## src/rtl/serial_fetch_arbiter_if.sv

```systemverilog
// Bus bundle between the two CPU fetch requesters, the serial memory pads and the arbiter.
// The slave modport is the arbiter's view; master is the fetch/pad side.
interface serial_fetch_arbiter_if #(
    parameter int ADDR_W = 8,
    parameter int DATA_W = 8
);
    logic              i_req;
    logic [ADDR_W-1:0] i_addr;
    logic              i_gnt;
    logic              i_valid;
    logic [DATA_W-1:0] i_data;
    logic              m_req;
    logic [ADDR_W-1:0] m_addr;
    logic              m_gnt;
    logic              m_valid;
    logic [DATA_W-1:0] m_data;
    logic              ser_addr_out;
    logic              ser_frame;
    logic              ser_sel;
    logic              ser_data_in;
    logic              busy;
    logic [2:0]        state;

    modport slave (
        input  i_req, i_addr, m_req, m_addr, ser_data_in,
        output i_gnt, i_valid, i_data, m_gnt, m_valid, m_data,
               ser_addr_out, ser_frame, ser_sel, busy, state
    );

    modport master (
        output i_req, i_addr, m_req, m_addr, ser_data_in,
        input  i_gnt, i_valid, i_data, m_gnt, m_valid, m_data,
               ser_addr_out, ser_frame, ser_sel, busy, state
    );
endinterface

```

## src/rtl/serial_fetch_arbiter.sv

```systemverilog
// Round-robin arbiter sharing one bit-serial memory port between instruction and microcode fetch.
//  state | meaning
//  IDLE  | waiting for a request; grant issued combinationally in this state
//  ADDR  | shifting latched address out MSB first, ser_frame high
//  WAIT  | bus turnaround, pad quiet
//  DATA  | shifting returned word in MSB first
//  DONE  | word presented on the granted port with a one-cycle valid
module serial_fetch_arbiter #(
    parameter int ADDR_W     = 8,
    parameter int DATA_W     = 8,
    parameter int TURNAROUND = 1
) (
    input  logic                   clock,
    input  logic                   reset_n,
    serial_fetch_arbiter_if.slave  bus
);
    typedef enum logic [2:0] {
        S_IDLE = 3'd0,
        S_ADDR = 3'd1,
        S_WAIT = 3'd2,
        S_DATA = 3'd3,
        S_DONE = 3'd4
    } state_t;

    localparam int MAX_AD  = (ADDR_W > DATA_W) ? ADDR_W : DATA_W;
    localparam int CNT_MAX = (MAX_AD > TURNAROUND) ? MAX_AD : TURNAROUND;
    localparam int CNT_W   = $clog2(CNT_MAX + 1);
    localparam logic [CNT_W-1:0] ADDR_LAST = CNT_W'(ADDR_W - 1);
    localparam logic [CNT_W-1:0] DATA_LAST = CNT_W'(DATA_W - 1);
    localparam logic [CNT_W-1:0] TA_LAST   = CNT_W'((TURNAROUND > 0) ? TURNAROUND - 1 : 0);
    localparam state_t AFTER_ADDR = (TURNAROUND > 0) ? S_WAIT : S_DATA;

    state_t            state_q, state_d;
    logic [CNT_W-1:0]  cnt_q, cnt_d;
    logic [ADDR_W-1:0] addr_q, addr_d;
    logic [DATA_W-1:0] shift_q, shift_d;
    logic [DATA_W-1:0] i_data_q, i_data_d;
    logic [DATA_W-1:0] m_data_q, m_data_d;
    logic              sel_q, sel_d;
    logic              last_m_q, last_m_d;
    logic              grant_i, grant_m;
    logic              gnt_i, gnt_m;
    logic [DATA_W-1:0] shift_next;

    // i wins when alone or when m had the previous grant.
    assign grant_i    = bus.i_req & (~bus.m_req | last_m_q);
    assign grant_m    = bus.m_req & ~grant_i;
    assign shift_next = (shift_q << 1) | DATA_W'(bus.ser_data_in);

    always_comb begin
        state_d  = state_q;
        cnt_d    = cnt_q;
        addr_d   = addr_q;
        shift_d  = shift_q;
        i_data_d = i_data_q;
        m_data_d = m_data_q;
        sel_d    = sel_q;
        last_m_d = last_m_q;
        gnt_i    = 1'b0;
        gnt_m    = 1'b0;
        case (state_q)
            S_IDLE: begin
                cnt_d = '0;
                if (grant_i || grant_m) begin
                    gnt_i    = grant_i;
                    gnt_m    = grant_m;
                    addr_d   = grant_i ? bus.i_addr : bus.m_addr;
                    sel_d    = grant_m;
                    last_m_d = grant_m;
                    shift_d  = '0;
                    state_d  = S_ADDR;
                end
            end
            S_ADDR: begin
                addr_d = addr_q << 1;
                if (cnt_q == ADDR_LAST) begin
                    cnt_d   = '0;
                    state_d = AFTER_ADDR;
                end else begin
                    cnt_d = cnt_q + 1'b1;
                end
            end
            S_WAIT: begin
                if (cnt_q == TA_LAST) begin
                    cnt_d   = '0;
                    state_d = S_DATA;
                end else begin
                    cnt_d = cnt_q + 1'b1;
                end
            end
            S_DATA: begin
                shift_d = shift_next;
                if (cnt_q == DATA_LAST) begin
                    cnt_d   = '0;
                    state_d = S_DONE;
                    if (sel_q) m_data_d = shift_next;
                    else       i_data_d = shift_next;
                end else begin
                    cnt_d = cnt_q + 1'b1;
                end
            end
            S_DONE: begin
                cnt_d   = '0;
                state_d = S_IDLE;
            end
            default: begin
                cnt_d   = '0;
                state_d = S_IDLE;
            end
        endcase
    end

    always_ff @(posedge clock or negedge reset_n) begin
        if (!reset_n) begin
            state_q  <= S_IDLE;
            cnt_q    <= '0;
            addr_q   <= '0;
            shift_q  <= '0;
            i_data_q <= '0;
            m_data_q <= '0;
            sel_q    <= 1'b0;
            last_m_q <= 1'b1;
        end else begin
            state_q  <= state_d;
            cnt_q    <= cnt_d;
            addr_q   <= addr_d;
            shift_q  <= shift_d;
            i_data_q <= i_data_d;
            m_data_q <= m_data_d;
            sel_q    <= sel_d;
            last_m_q <= last_m_d;
        end
    end

    // Grants are combinational from the requests, so hold them low while reset is asserted.
    assign bus.i_gnt        = gnt_i & reset_n;
    assign bus.m_gnt        = gnt_m & reset_n;
    assign bus.i_valid      = (state_q == S_DONE) & ~sel_q;
    assign bus.m_valid      = (state_q == S_DONE) &  sel_q;
    assign bus.i_data       = i_data_q;
    assign bus.m_data       = m_data_q;
    assign bus.ser_frame    = (state_q == S_ADDR);
    assign bus.ser_addr_out = (state_q == S_ADDR) & addr_q[ADDR_W-1];
    assign bus.ser_sel      = (state_q != S_IDLE) & sel_q;
    assign bus.busy         = (state_q != S_IDLE);
    assign bus.state        = state_q;
endmodule

```

## src/flat_wrapper.sv

```systemverilog
// flat-port wrapper written by rule: the top's interface ports become plain ports
module serial_fetch_arbiter_flat 
#(
    parameter int ADDR_W     = 8,
    parameter int DATA_W     = 8,
    parameter int TURNAROUND = 1
)
  (clock, reset_n, bus_i_req, bus_i_addr, bus_m_req, bus_m_addr, bus_ser_data_in, bus_i_gnt, bus_i_valid, bus_i_data, bus_m_gnt, bus_m_valid, bus_m_data, bus_ser_addr_out, bus_ser_frame, bus_ser_sel, bus_busy, bus_state);
  serial_fetch_arbiter_if #(.ADDR_W(ADDR_W), .DATA_W(DATA_W)) bus_i ();
  input  logic clock;
  input  logic reset_n;
  input wire logic [$bits(bus_i.i_req)-1:0] bus_i_req;
  input wire logic [$bits(bus_i.i_addr)-1:0] bus_i_addr;
  input wire logic [$bits(bus_i.m_req)-1:0] bus_m_req;
  input wire logic [$bits(bus_i.m_addr)-1:0] bus_m_addr;
  input wire logic [$bits(bus_i.ser_data_in)-1:0] bus_ser_data_in;
  output wire logic [$bits(bus_i.i_gnt)-1:0] bus_i_gnt;
  output wire logic [$bits(bus_i.i_valid)-1:0] bus_i_valid;
  output wire logic [$bits(bus_i.i_data)-1:0] bus_i_data;
  output wire logic [$bits(bus_i.m_gnt)-1:0] bus_m_gnt;
  output wire logic [$bits(bus_i.m_valid)-1:0] bus_m_valid;
  output wire logic [$bits(bus_i.m_data)-1:0] bus_m_data;
  output wire logic [$bits(bus_i.ser_addr_out)-1:0] bus_ser_addr_out;
  output wire logic [$bits(bus_i.ser_frame)-1:0] bus_ser_frame;
  output wire logic [$bits(bus_i.ser_sel)-1:0] bus_ser_sel;
  output wire logic [$bits(bus_i.busy)-1:0] bus_busy;
  output wire logic [$bits(bus_i.state)-1:0] bus_state;
  assign bus_i.i_req = bus_i_req;
  assign bus_i.i_addr = bus_i_addr;
  assign bus_i.m_req = bus_m_req;
  assign bus_i.m_addr = bus_m_addr;
  assign bus_i.ser_data_in = bus_ser_data_in;
  assign bus_i_gnt = bus_i.i_gnt;
  assign bus_i_valid = bus_i.i_valid;
  assign bus_i_data = bus_i.i_data;
  assign bus_m_gnt = bus_i.m_gnt;
  assign bus_m_valid = bus_i.m_valid;
  assign bus_m_data = bus_i.m_data;
  assign bus_ser_addr_out = bus_i.ser_addr_out;
  assign bus_ser_frame = bus_i.ser_frame;
  assign bus_ser_sel = bus_i.ser_sel;
  assign bus_busy = bus_i.busy;
  assign bus_state = bus_i.state;
  serial_fetch_arbiter #(.ADDR_W(ADDR_W), .DATA_W(DATA_W), .TURNAROUND(TURNAROUND)) u_core (.clock(clock), .reset_n(reset_n), .bus(bus_i));
endmodule
```

## config.mk

```make
export PLATFORM = sky130hd
export DESIGN_NAME = serial_fetch_arbiter_flat
export DESIGN_NICKNAME = d
export VERILOG_FILES = /design/src/rtl/serial_fetch_arbiter_if.sv /design/src/rtl/serial_fetch_arbiter.sv /design/src/flat_wrapper.sv
export SDC_FILE = /design/constraint.sdc
export NUM_CORES = 1
export LEC_CHECK = 0
export BUFFER_PORTS_ARGS = -buffer_cell sky130_fd_sc_hd__buf_2
export CORE_AREA = 2 2 62 64
export CTS_BUF_LIST = sky130_fd_sc_hd__clkbuf_16
export DETAILED_ROUTE_END_ITERATION = 12
export DIE_AREA = 0 0 64 66
export PLACE_DENSITY = 0.84
export SLEW_MARGIN = 20
export SYNTH_ARGS = -nofsm -noshare
export SYNTH_HDL_FRONTEND = slang
export SYNTH_SLANG_ARGS = --single-unit
```

## constraint.sdc

```tcl
create_clock -name clock -period 3.2 [get_ports clock]
set_input_delay 0.48 -clock clock [delete_from_list [all_inputs] [get_ports clock]]
set_output_delay 0.48 -clock clock [all_outputs]
set_load 0.1 [all_outputs]
```

==> results of run 1 <==
[state kept, by name, indices dropped and copies added (netlist names)]
name and count:
u_core.addr_q 8, u_core.cnt_q 4, u_core.bus.m_data 8, u_core.bus.state 3, u_core.bus.i_data 8, u_core.sel_q 1
u_core.last_m_q 1, u_core.shift_q 7
[routing by layer]
| layer | vias to the layer above | GRT usage (%) | routed length, um |
|---|---|---|---|
| li1 | 669 | - | - |
| met4 | 0 | 6.52 | 47 |
| met2 | 53 | 32.3 | 1760 |
| met5 | - | 0 | 0 |
| met1 | 646 | 25.9 | 1720 |
| met3 | 6 | 5.96 | 286 |
[worst paths after layout]
check                                            end  slack (ps)  cells after the start
worst max register to register  u_core.bus.i_data[0]        1140                      4
max in group asynchronous            u_core.last_m_q        2530                      2
worst max-delay path                       bus_m_gnt         590                      4
worst min register to register      u_core.addr_q[1]         480                      2
min in group clock                  u_core.addr_q[1]         480                      2
worst min-delay path            u_core.bus.m_data[4]         310                      2
[through the flow]
| stage | setup slack (ps) | utilization [%] | hold slack [ps] | std cells |
|---|---|---|---|---|
| finish | 593 | 65.0 | 310 | 258 |
| global route | 419 | 65.0 | 351 | 258 |
| CTS | 593 | 65.0 | 320 | 258 |
| detailed placement | 905 | 60.4 | 473 | 250 |
| global placement | 952 | 60.4 | 463 | 250 |
| floorplan | -181 | - | 184 | 163 |
[cell families after synthesis]
logic type | Yosys count | synth area share [%]
AOI/OAI and AO/OA | 39 | 14.9
xor gates and xnor gates | 2 | 0.925
adders and majority gates | 2 | 1.32
buffers and inverters | 12 | 3.70
DFF | 40 | 52.9
muxes | 17 | 11.6
and+or+nand+nor | 51 | 14.6
[synth_stat cells]
cell type / instances / area [um2]
dfrtp_1: 39 / 976
nand2_1: 16 / 60.1
a21oi_1: 11 / 55.1
nor2_1: 9 / 33.8
mux2_2: 8 / 90.1
mux2_4: 8 / 120
nor2b_1: 8 / 50.1
o31ai_1: 8 / 60.1
a31o_2: 7 / 61.3
a22o_2: 6 / 60.1
clkbuf_1: 4 / 15.0
buf_6: 3 / 33.8
inv_1: 3 / 11.3
nor3_1: 3 / 15.0
a31oi_1: 2 / 12.5
and3b_1: 2 / 17.5
buf_2: 2 / 10.0
ha_1: 2 / 25.0
nand2b_1: 2 / 12.5
o21ai_0: 2 / 10.0
a211oi_1: 1 / 7.51
a21o_1: 1 / 7.51
a22o_1: 1 / 8.76
and2_1: 1 / 6.26
and2_4: 1 / 8.76
and3_1: 1 / 6.26
dfstp_2: 1 / 26.3
mux2i_1: 1 / 10.0
nand2_2: 1 / 6.26
nand3_1: 1 / 5.00
nor2b_4: 1 / 13.8
nor3b_1: 1 / 7.51
nor3b_2: 1 / 12.5
or2_2: 1 / 6.26
or3_1: 1 / 6.26
or3b_2: 1 / 8.76
xnor2_1: 1 / 8.76
xor2_1: 1 / 8.76
[layout make-up]
class / count / share of cell area, %
multi-input cells: 111 / 35.9
well taps: 48 / 2.60
clock inverters: 3 / 1.68
inverters: 3 / 0.488
clock buffers: 5 / 5.42
repair buffers: 48 / 10.5
flip-flops and latches: 40 / 43.4
[worst max-delay path, stage by stage, from the launching register on]
cell and delay (ps):
dfrtp_1 550, nor3_1 580, nand2_1 160, nor2_1 130, buf_2 430
[layout by cell type (no fill, tap or decap), types with 2 or more instances in the layout]
master and count:
mux2_2 8, buf_2 47, ha_1 2, a31oi_1 2, nand2b_1 2, nor3_1 3, and3b_1 2, nand2_1 16
a31o_2 7, inv_1 4, clkbuf_16 5, mux2_4 8, nor2b_1 8, nor2_1 9, o31ai_1 8, a21oi_1 11
a22o_2 6, dfrtp_1 39, o21ai_0 2
==> results.tsv, run 1 <==
stage	metric	value	unit
floorplanning	Boundary Pins	48	
yosys	Syn. warnings	0	
critical_path	Setup crit end kind	output pin	
floorplanning	row count	22	
sta	worst slew pin tran	594	ps
clock_tree	hold buffers post-CTS	0	
sta	final period utilization	81.5	%
cells_and_area	P&R area growth vs syn	21.9	%
yosys	syn_nets	186	
drt	DR WL/cell	14.7	um
placed_design	I/O Buffers	47	
clock_tree	CTS Buffer Depth	2	
critical_path	Crit Path Max Fanout	18	
clock_tree	number of CTS-inserted buffers	5	
clock_tree	CTS tree	built	
clock_tree	Setup Fix Bufs, Post-CTS	0	
sta	RSZ-0062 raised after global routing	no	
critical_path	CP Launch Type	flip-flop	
cells_and_area	Multi-input gate area	830	um2
drt	Via Count	1374	
placed_design	placed cell area	0.00215	mm2
cells_and_area	layout cell share with drive strength beyond 1	43.8	%
clock_tree	CTS H-Tree Depth	2	
global_routing	largest net degree at the start of global routing	41	
drt	Final ANT Viol Nets	0	
placed_design	gpl congestion	0.795	
global_routing	overflow left after global routing	0	
cells_and_area	NumNets Final	232	
floorplanning	Die Y	66	um
clock_tree	clk sinks	40	
floorplanning	Initial Util	53.3	%
drt	DRT iter0 DRCs	59	
floorplanning	Core ar.	0.00355	mm2
sta	Final Skew	6.17	ps
global_routing	first-pass GRT wire length	6380	um
cells_and_area	antenna cells	0	
drt	drt total wl	3810	um
clock_tree	clk_lat worst skew	280	ps
yosys	Seq cells post-synth	40	
sta	post-route setup TNS	0	ps
placed_design	HPWL Detailed	2700	um
sta	setup violators final	0	
critical_path	Critical Path RT	2720	ps
cells_and_area	Reg area	0.00100	mm2
yosys	Distinct cells, synth	38	
cells_and_area	Filler cells	267	
critical_path	CP arrival	2130	ps
critical_path	Crit. Startpoint	u_core.bus.state[0]	
outcome	run status	finished clean	
clock_tree	CTS root buf	clkbuf_16	
global_routing	initial antenna violation count	0	
drt	First-pass DRT Iterations	4	
clock_tree	Clock Pin Slew Worst Setup and Hold Paths	60	ps
run	max_cap viols	0	
sta	Final Slew Violations	0	
global_routing	Tot GR Track Use	20.0	%
sta	Hold Vio Cnt, Final	0	
critical_path	reg2reg start	u_core.bus.state[0]	
sta	Tmin final	2610	ps
global_routing	vias in the first global route	1313	
yosys	synthesized area	0.00189	mm2
drt	DR DRC count	0	
cells_and_area	Post-Layout Inst Area	0.00231	mm2
sta	Worst slew margin	60.1	%
floorplanning	Die ar.	0.00422	mm2
yosys	Seq/Total Area, Yosys	52.9	%
critical_path	Crit Path Category	flip-flop to output pin	
yosys	mean post-synth cell area	11.6	um2
sta	Max Clk Rate	384	MHz
yosys	Cells after Synth	163	
clock_tree	post_cts resized	0	
drt	Vias/cell	5.33	
worst_hold_path	worst min path class	input pin to async pin	
floorplanning	Die X	64	um
Power of run 1 is not shown: default switching activity piles up to over one toggle a cycle in this logic, so the estimate is an artifact.
==> run 2, diff against run 1 <==
--- a/config.mk
+++ b/config.mk
@@ -6,11 +6,11 @@
 export NUM_CORES = 1
 export LEC_CHECK = 0
 export BUFFER_PORTS_ARGS = -buffer_cell sky130_fd_sc_hd__buf_2
-export CORE_AREA = 2 2 62 64
+export CORE_AREA = 2 2 64 66
 export CTS_BUF_LIST = sky130_fd_sc_hd__clkbuf_16
 export DETAILED_ROUTE_END_ITERATION = 12
-export DIE_AREA = 0 0 64 66
-export PLACE_DENSITY = 0.84
+export DIE_AREA = 0 0 66 68
+export PLACE_DENSITY = 0.8
 export SLEW_MARGIN = 20
 export SYNTH_ARGS = -nofsm -noshare
 export SYNTH_HDL_FRONTEND = slang
==> constraint.sdc (replaced) <==
create_clock -name clock -period 2.54 [get_ports clock]
set_input_delay 0.381 -clock clock [delete_from_list [all_inputs] [get_ports clock]]
set_output_delay 0.381 -clock clock [all_outputs]
set_load 0.1 [all_outputs]
==> results.tsv, run 2 (synthesis gave the netlist of run 1 again) <==
stage	metric	value	unit	change
drt	DR DRC count	0		unchanged
sta	post-route setup TNS	0	ps	unchanged
critical_path	Setup crit end kind	output pin		
drt	Vias/cell	5.25		-1.4%
sta	Tmin final	2260	ps	
sta	worst slew pin tran	504	ps	-90.0 ps
clock_tree	CTS H-Tree Depth	2		unchanged
critical_path	Crit Path Category	flip-flop to output pin		
cells_and_area	antenna cells	0		unchanged
drt	DR WL/cell	14.3	um	-3.0%
floorplanning	row count	23		+4.5%
floorplanning	Die Y	68	um	+3.0%
drt	First-pass DRT Iterations	4		unchanged
critical_path	Crit Path Max Fanout	13		-5
global_routing	initial antenna violation count	0		unchanged
clock_tree	clk_lat worst skew	280	ps	about the same
cells_and_area	layout cell share with drive strength beyond 1	47.9	%	+4.1 points
placed_design	HPWL Detailed	2700	um	+0.19%
global_routing	overflow left after global routing	0		unchanged
critical_path	Critical Path RT	2160	ps	-560 ps
cells_and_area	most common library cell in the layout ignoring fill and taps	buf_2		
floorplanning	Boundary Pins	48		unchanged
global_routing	vias in the first global route	1310		-0.23%
cells_and_area	most frequent cells in the layout	buf_2 (45), dfrtp_1 (36), nand2_1 (16), a21oi_1 (11)		
cells_and_area	P&R area growth vs syn	25.8	%	
floorplanning	Core ar.	0.00386	mm2	+8.6%
drt	Via Count	1371		-0.22%
cells_and_area	NumNets Final	233		+0.43%
global_routing	first-pass GRT wire length	6200	um	-2.8%
global_routing	Tot GR Track Use	18.5	%	-1.6 points
drt	drt total wl	3730	um	-1.9%
cells_and_area	fin cells	261		+1.2%
worst_hold_path	worst min path class	input pin to async pin		
sta	fin worst setup slack	285	ps	-308 ps
sta	Worst slew margin	66.7	%	+6.5 points
sta	RSZ-0062 raised after global routing	no		
placed_design	pre-CTS setup slack	580	ps	-326 ps
global_routing	largest net degree at the start of global routing	41		unchanged
run	max_cap viols	0		unchanged
sta	Max Clk Rate	443	MHz	
clock_tree	number of CTS-inserted buffers	5		unchanged
critical_path	CP Launch Type	flip-flop		
placed_design	placed cell area	0.00222	mm2	+3.3%
placed_design	gpl congestion	0.758		-4.6%
sta	Final Slew Violations	0		unchanged
floorplanning	Die X	66	um	+3.1%
cells_and_area	Post-Layout Inst Area	0.00238	mm2	+3.2%
clock_tree	hold buffers post-CTS	0		unchanged
sta	final period utilization	88.8	%	
clock_tree	clk sinks	40		unchanged
placed_design	placed insts	253		+1.2%
drt	Final ANT Viol Nets	0		unchanged
clock_tree	CTS Buffer Depth	2		unchanged
clock_tree	Setup Fix Bufs, Post-CTS	0		unchanged
drt	DRT iter0 DRCs	122		+110%
sta	Final Skew	4.62	ps	-1.55 ps
clock_tree	CTS root buf	clkbuf_16		
sta	Hold Vio Cnt, Final	0		unchanged
sta	setup violators final	0		unchanged
critical_path	CP arrival	1870	ps	-260 ps
placed_design	I/O Buffers	47		unchanged
floorplanning	Die ar.	0.00449	mm2	+6.3%
clock_tree	Clock Pin Slew Worst Setup and Hold Paths	60	ps	about the same
outcome	run status	finished clean		
floorplanning	Initial Util	49.1	%	-4.2 points
clock_tree	CTS tree	built		
clock_tree	post_cts resized	0		unchanged
-- run 2: final cells by class --
cell class                      instances  area [um2]
Fill cell                             331        1470
Sequential cell                        40        1010
Multi-Input combinational cell        111         851
Timing Repair Buffer                   49         280
Clock buffer                            5         125
Tap cell                               50        62.6
Clock inverter                          3        42.5
Inverter                                3        11.3
-- run 2: path summary, 6_finish.rpt --
check	start	end	slack, ps	depth (start not counted)
setup / recovery	u_core.bus.state[2]	bus_ser_addr_out	280	3
hold / removal	reset_n	u_core.shift_q[5]	200	2
setup reg to reg	u_core.bus.state[2]	u_core.bus.i_data[5]	580	4
hold reg to reg	u_core.addr_q[2]	u_core.addr_q[2]	480	2
max in group asynchronous	reset_n	u_core.bus.state[0]	1960	2
min in group clock	bus_ser_data_in	u_core.bus.i_data[0]	370	2
-- run 2: critical path: stages, from the launching register on --
cell     delay [ps]
dfrtp_4         540
nor3b_4         420
and2_4          210
buf_2           410
-- run 2: stage by stage --
stage / util, % / hold slack (ps)
finish: 61.8 / 205
global route: 61.8 / 265
CTS: 61.8 / 225
detailed placement: 57.5 / 466
global placement: 57.5 / 461
floorplan: - / 85.4
-- run 2: per-layer routing --
metal / track usage, % / up-vias / wire, um
met5: 0 / - / 0
met1: 26.0 / 643 / 1820
li1: - / 673 / -
met4: 7.65 / 0 / 70
met2: 28.4 / 48 / 1640
met3: 3.29 / 7 / 205
Power of run 2 is left out for the same reason.
